--- src/rtl/branch_hazard_unit.sv ---
// Branch/load hazard detection for a pipeline that resolves branches in ID.
// Shadows EX/MEM/WB destination info to drive stalls, operand forwarding selects and IF flush.
module branch_hazard_unit #(
  parameter int unsigned CNT_W  = 16,
  parameter logic [5:0]  BEQ_OP = 6'b000100,
  parameter logic [5:0]  BNE_OP = 6'b000101
) (
  input  logic             clock,
  input  logic             reset_n,
  input  logic             id_valid,
  input  logic [5:0]       id_op,
  input  logic [4:0]       id_rs,
  input  logic [4:0]       id_rt,
  input  logic [4:0]       id_dst,
  input  logic             id_regwrite,
  input  logic             id_memread,
  input  logic             takebranch,
  output logic [1:0]       fa,
  output logic [1:0]       fb,
  output logic             stall,
  output logic             ifid_flush,
  output logic [CNT_W-1:0] stall_count,
  output logic [CNT_W-1:0] branch_count
);

  typedef struct packed {
    logic       valid;
    logic [4:0] dst;
    logic       regwrite;
    logic       memread;
  } stage_t;

  localparam logic [1:0] SEL_RF  = 2'b00;
  localparam logic [1:0] SEL_WB  = 2'b01;
  localparam logic [1:0] SEL_MEM = 2'b10;

  stage_t ex_q, mem_q, wb_q, ex_d;
  logic [CNT_W-1:0] stall_count_q, stall_count_d;
  logic [CNT_W-1:0] branch_count_q, branch_count_d;

  // Register 0 is hardwired, so a write to it never creates a dependency.
  function automatic logic writes(input stage_t s, input logic [4:0] r);
    return s.valid && s.regwrite && (s.dst == r) && (r != 5'd0);
  endfunction

  logic is_branch;
  logic ex_rs, ex_rt, mem_rs, mem_rt, wb_rs, wb_rt;

  always_comb begin
    is_branch = id_valid && ((id_op == BEQ_OP) || (id_op == BNE_OP));
    ex_rs     = writes(ex_q,  id_rs);
    ex_rt     = writes(ex_q,  id_rt);
    mem_rs    = writes(mem_q, id_rs);
    mem_rt    = writes(mem_q, id_rt);
    wb_rs     = writes(wb_q,  id_rs);
    wb_rt     = writes(wb_q,  id_rt);
  end

  always_comb begin
    // NOTE: every output of this block gets a default first so no path leaves it unassigned (no latch).
    stall = 1'b0;
    fa    = SEL_RF;
    fb    = SEL_RF;
    if (is_branch) begin
      // A branch compares in ID, so even an ALU result still in EX is too late.
      stall = ex_rs || ex_rt || (mem_q.memread && (mem_rs || mem_rt));
    end else if (id_valid) begin
      stall = ex_q.memread && (ex_rs || ex_rt);
    end

    if (is_branch && !stall) begin
      if (mem_rs && !mem_q.memread) fa = SEL_MEM;
      else if (wb_rs)               fa = SEL_WB;
      if (mem_rt && !mem_q.memread) fb = SEL_MEM;
      else if (wb_rt)               fb = SEL_WB;
    end
  end

  assign ifid_flush = takebranch && !stall;

  always_comb begin
    ex_d = '0;
    if (id_valid && !stall) begin
      ex_d.valid    = 1'b1;
      ex_d.dst      = id_dst;
      ex_d.regwrite = id_regwrite;
      ex_d.memread  = id_memread;
    end

    stall_count_d  = stall_count_q;
    branch_count_d = branch_count_q;
    if (stall && (stall_count_q != '1))
      stall_count_d = stall_count_q + CNT_W'(1);
    if (is_branch && !stall && (branch_count_q != '1))
      branch_count_d = branch_count_q + CNT_W'(1);
  end

  always_ff @(posedge clock or negedge reset_n) begin
    if (!reset_n) begin
      ex_q           <= '0;
      mem_q          <= '0;
      wb_q           <= '0;
      stall_count_q  <= '0;
      branch_count_q <= '0;
    end else begin
      // NOTE: non-blocking assignments let every stage sample its predecessor's old value on the same edge.
      ex_q           <= ex_d;
      mem_q          <= ex_q;
      wb_q           <= mem_q;
      stall_count_q  <= stall_count_d;
      branch_count_q <= branch_count_d;
    end
  end

  assign stall_count  = stall_count_q;
  assign branch_count = branch_count_q;

endmodule

--- config.mk ---
export PLATFORM = sky130hd
export DESIGN_NAME = branch_hazard_unit
export DESIGN_NICKNAME = d
export VERILOG_FILES = /design/src/rtl/branch_hazard_unit.sv
export SDC_FILE = /design/constraint.sdc
export NUM_CORES = 1
export LEC_CHECK = 0
export BUFFER_PORTS_ARGS = -buffer_cell sky130_fd_sc_hd__buf_4
export CELL_PAD_IN_SITES_DETAIL_PLACEMENT = 0
export CELL_PAD_IN_SITES_GLOBAL_PLACEMENT = 1
export CORE_MARGIN = 5
export CORE_UTILIZATION = 35
export DETAILED_ROUTE_END_ITERATION = 8
export GPL_TIMING_DRIVEN = 0
export PLACE_DENSITY_LB_ADDON = 0.1
export SLEW_MARGIN = 20
export SYNTH_ARGS = -nofsm -noshare
export SYNTH_HDL_FRONTEND = slang
export SYNTH_SLANG_ARGS = --single-unit
--- constraint.sdc ---
create_clock -name clock -period 2.5 [get_ports clock]
set_input_delay 0.25 -clock clock [delete_from_list [all_inputs] [get_ports clock]]
set_output_delay 0.25 -clock clock [all_outputs]
set_load 0.01 [all_outputs]
==> impl_metrics.csv <==
group,metric,value,unit
critical_path,setup.worst_path.class,"reg2out",
yosys,synth.area.top_cells,"dfrtp_1, xor2_1, xnor2_1",
floorplan,io_pins,65,
yosys,synth_seq_cells,55,
yosys,synth_common_cells,"dfrtp_1, xor2_1, xnor2_1",
clocking,cts.htree.levels,2,
critical_path,max_stage_delay,0.42,ns
clocking,clock_latency,0.31,ns
critical_path,path_delay_family,"simple AND/OR/NAND/NOR gates",
yosys,synth_cells,246,
yosys,yosys_warnings,0,
sta,max_slew_margin,52.1,%
clocking,holdBufCountCts,0,
critical_path,worstPathMaxFanout,3,
layout,layout.nets,353,
status,status,"finished with violations",
power,ir_drop,351,uV
status,violations,"hold timing",
critical_path,cp-start-kind,"flip-flop",
global_route,grt_max_degree,56,
placement,dpl_worst_slack,0.0434,ns
global_route,antenna_found_initial,0,
yosys,netlist_area,0.00278,mm^2
layout,drive_gt1_share,35.5,%
route,drt_pass1_iterations,5,
yosys,async_flop_share,100,%
clocking,path_clk_slew,0.11,ns
sta,hold_violations,15,
clocking,cts_tree,"built",
placement,dpl.cell_count,411,
global_route,busiest_layer,"met2",
sta,period_share,95.5,%
yosys,avgSynthCellArea,11.3,um^2
global_route,grt_use_met2,23.1,%
yosys,yosysTopAreaCell,"dfrtp_1",
sta,setup_viol,0,
floorplan,coreArea,0.00773,mm^2
yosys,synth_seq_area_share,49.5,%
worst_hold_path,hold_path_class,"in2async",
sta,finalMaxSlewViolations,0,
clocking,cts_buffers,5,
clocking,clockBufferDepth,2,
sta,period_minus_slack,2.39,ns
critical_path,crit_path_end_kind,"output pin",
route,routedWlPerCell,15.4,um
yosys,synth-edff-count,0,
sta,clock_skew,0.00952,ns
clocking,root_buffer,"clkbuf_8",
global_route,use_met3,3.30,%
route,finalWirelength,6540,um
global_route,grt_pass1_wl,11000,um
sta,tightest_slew,0.718,ns
placement,hpwl,4830,um
global_route,grt_overflow_total,0,
floorplan,die_area,0.00983,mm^2
global_route,grtUsageMet1,18.2,%
sta,fmax,419,MHz
floorplan,die_w,99.1,um
critical_path,path_cells,"xor2_1 > nor4_2 > nand4_1 > nand2_2 > a32oi_4 > and2_4 > nor4b_2 > buf_4",
route,drtAntennaViolNets,0,
floorplan,die_y,99.1,um
critical_path,critPathBufInv,1,
layout,area_growth,29.4,%
placement,numPortBuffers,63,
critical_path,critPathSlowestCell,"dfrtp_1",
yosys,syn_nets,275,
route,via_per_inst,4.92,
route,drt_iter0_drc,85,
sta,setup_slack,0.113,ns
yosys,synth_top_area_share,49.5,%
layout,final_cells,426,
power,p_leak,1.74,nW
route,vias,2094,
layout,antenna_cells,0,
power,power_density,486,mW/mm^2
yosys,synth_flop_cell,"dfrtp_1",
global_route,grt_usage,13.9,%
sta,hold_slack,-0.00911,ns
run,max_cap_viol_count,0,
critical_path,critPathArrivalTime,2.14,ns
clocking,cts_sinks,55,
critical_path,cp.required,2.25,ns
yosys,synth_most_common_cell,"dfrtp_1",
power,p_total,1.75,mW
global_route,grt_pass1_vias,2259,
route,drc,0,
floorplan,start_util,36.0,%
floorplan,row_count,32,
yosys,synth.distinct_cells,35,
placement,routabilityCongestion,0.773,
[cell families after synthesis]
family          count (synthesis)  share of synthesized area (%)
compound gates                  7                           2.66
xor+xnor                       59                           18.6
fa+ha+maj                       2                          0.900
buf+inv                         9                           2.20
flops                          55                           49.5
mux                             3                           1.22
simple gates                  111                           24.9
[metal layers]
metal	wire length, um	vias to the layer above	part of all wire (%)
met2	3210	39	49
li1	-	1019	-
met4	55	0	0.84
met5	0	-	0
met3	260	4	4.0
met1	3010	1032	46
[report_power, final]
| group | internal (mW) | switching (mW) | total [mW] |
|---|---|---|---|
| registers | 0.924 | 0.0355 | 0.960 |
| clock network | 0.294 | 0.295 | 0.588 |
| logic | 0.103 | 0.0969 | 0.200 |
[worst paths after layout]
kind | from | end | depth (start not counted) | slack, ns
min in group clock | id_dst[1] | ex_q[3] | 2 | 0.17
max | mem_q[4] | fa[1] | 8 | 0.11
min | reset_n | stall_count[9] | 1 | -0.009
min reg2reg | mem_q[1] | wb_q[1] | 0 | 0.39
max in group asynchronous | reset_n | branch_count[3] | 1 | 2.04
max reg2reg | branch_count[0] | branch_count[1] | 8 | 0.25
[cell usage in the layout (no fill, tap or decap), types with 2 or more instances in the layout]
cell / netlist / final
nor2_1: 8 / 8
buf_4: 0 / 71
and3_1: 15 / 15
nand4_1: 15 / 15
nand2_2: 3 / 4
nor3_1: 10 / 10
nor4b_2: 2 / 4
dfrtp_1: 55 / 55
ha_1: 2 / 2
nand3_1: 15 / 14
buf_6: 2 / 2
inv_1: 3 / 3
xnor2_1: 24 / 24
nand2_1: 15 / 14
clkbuf_8: 1 / 7
xor2_1: 35 / 35
mux2_2: 3 / 3
nor4_2: 3 / 4
and2_4: 0 / 2
nor4_1: 7 / 6
o21ai_0: 3 / 3
and3_2: 2 / 2
nor3_2: 7 / 7
[through the flow]
step,area (um^2),TNS [ns],utilization [%]
3_3_place_gp,3380,0,43.8
3_5_place_dp,3380,0,43.8
6_report,3600,0,46.6
2_1_floorplan,2780,0,-
4_1_cts,3550,0,46.0
5_1_grt,3600,-0.00419,46.6
[timing repair]
item                       4_1_cts  5_1_grt
setup endpoints to repair        6        5
resized for setup                6        5
buffers inserted                 5        4
pin swaps                        6        8
[worst register-to-register path: stages, from the launching register on]
cell and delay (ns):
dfrtp_1 0.43, ha_1 0.23, nand3_1 0.12, nor2_1 0.09
and3_1 0.24, a31oi_4 0.28, nand2_2 0.17, nor2_1 0.23
mux2_2 0.36
[state kept, by name, indices dropped and copies added, names as in the netlist]
signal	count
branch_count	16
stall_count	16
wb_q	7
mem_q	8
ex_q	8
[area by class of cell]
class | instances | area, um^2
Fill cell | 773 | 4130
Multi-Input combinational cell | 182 | 1390
Sequential cell | 55 | 1380
Timing Repair Buffer | 72 | 544
Tap cell | 102 | 128
Clock buffer | 5 | 68.8
Buffer | 5 | 47.5
Clock inverter | 2 | 37.5
Inverter | 3 | 11.3
(Power assumes the default switching activity.)
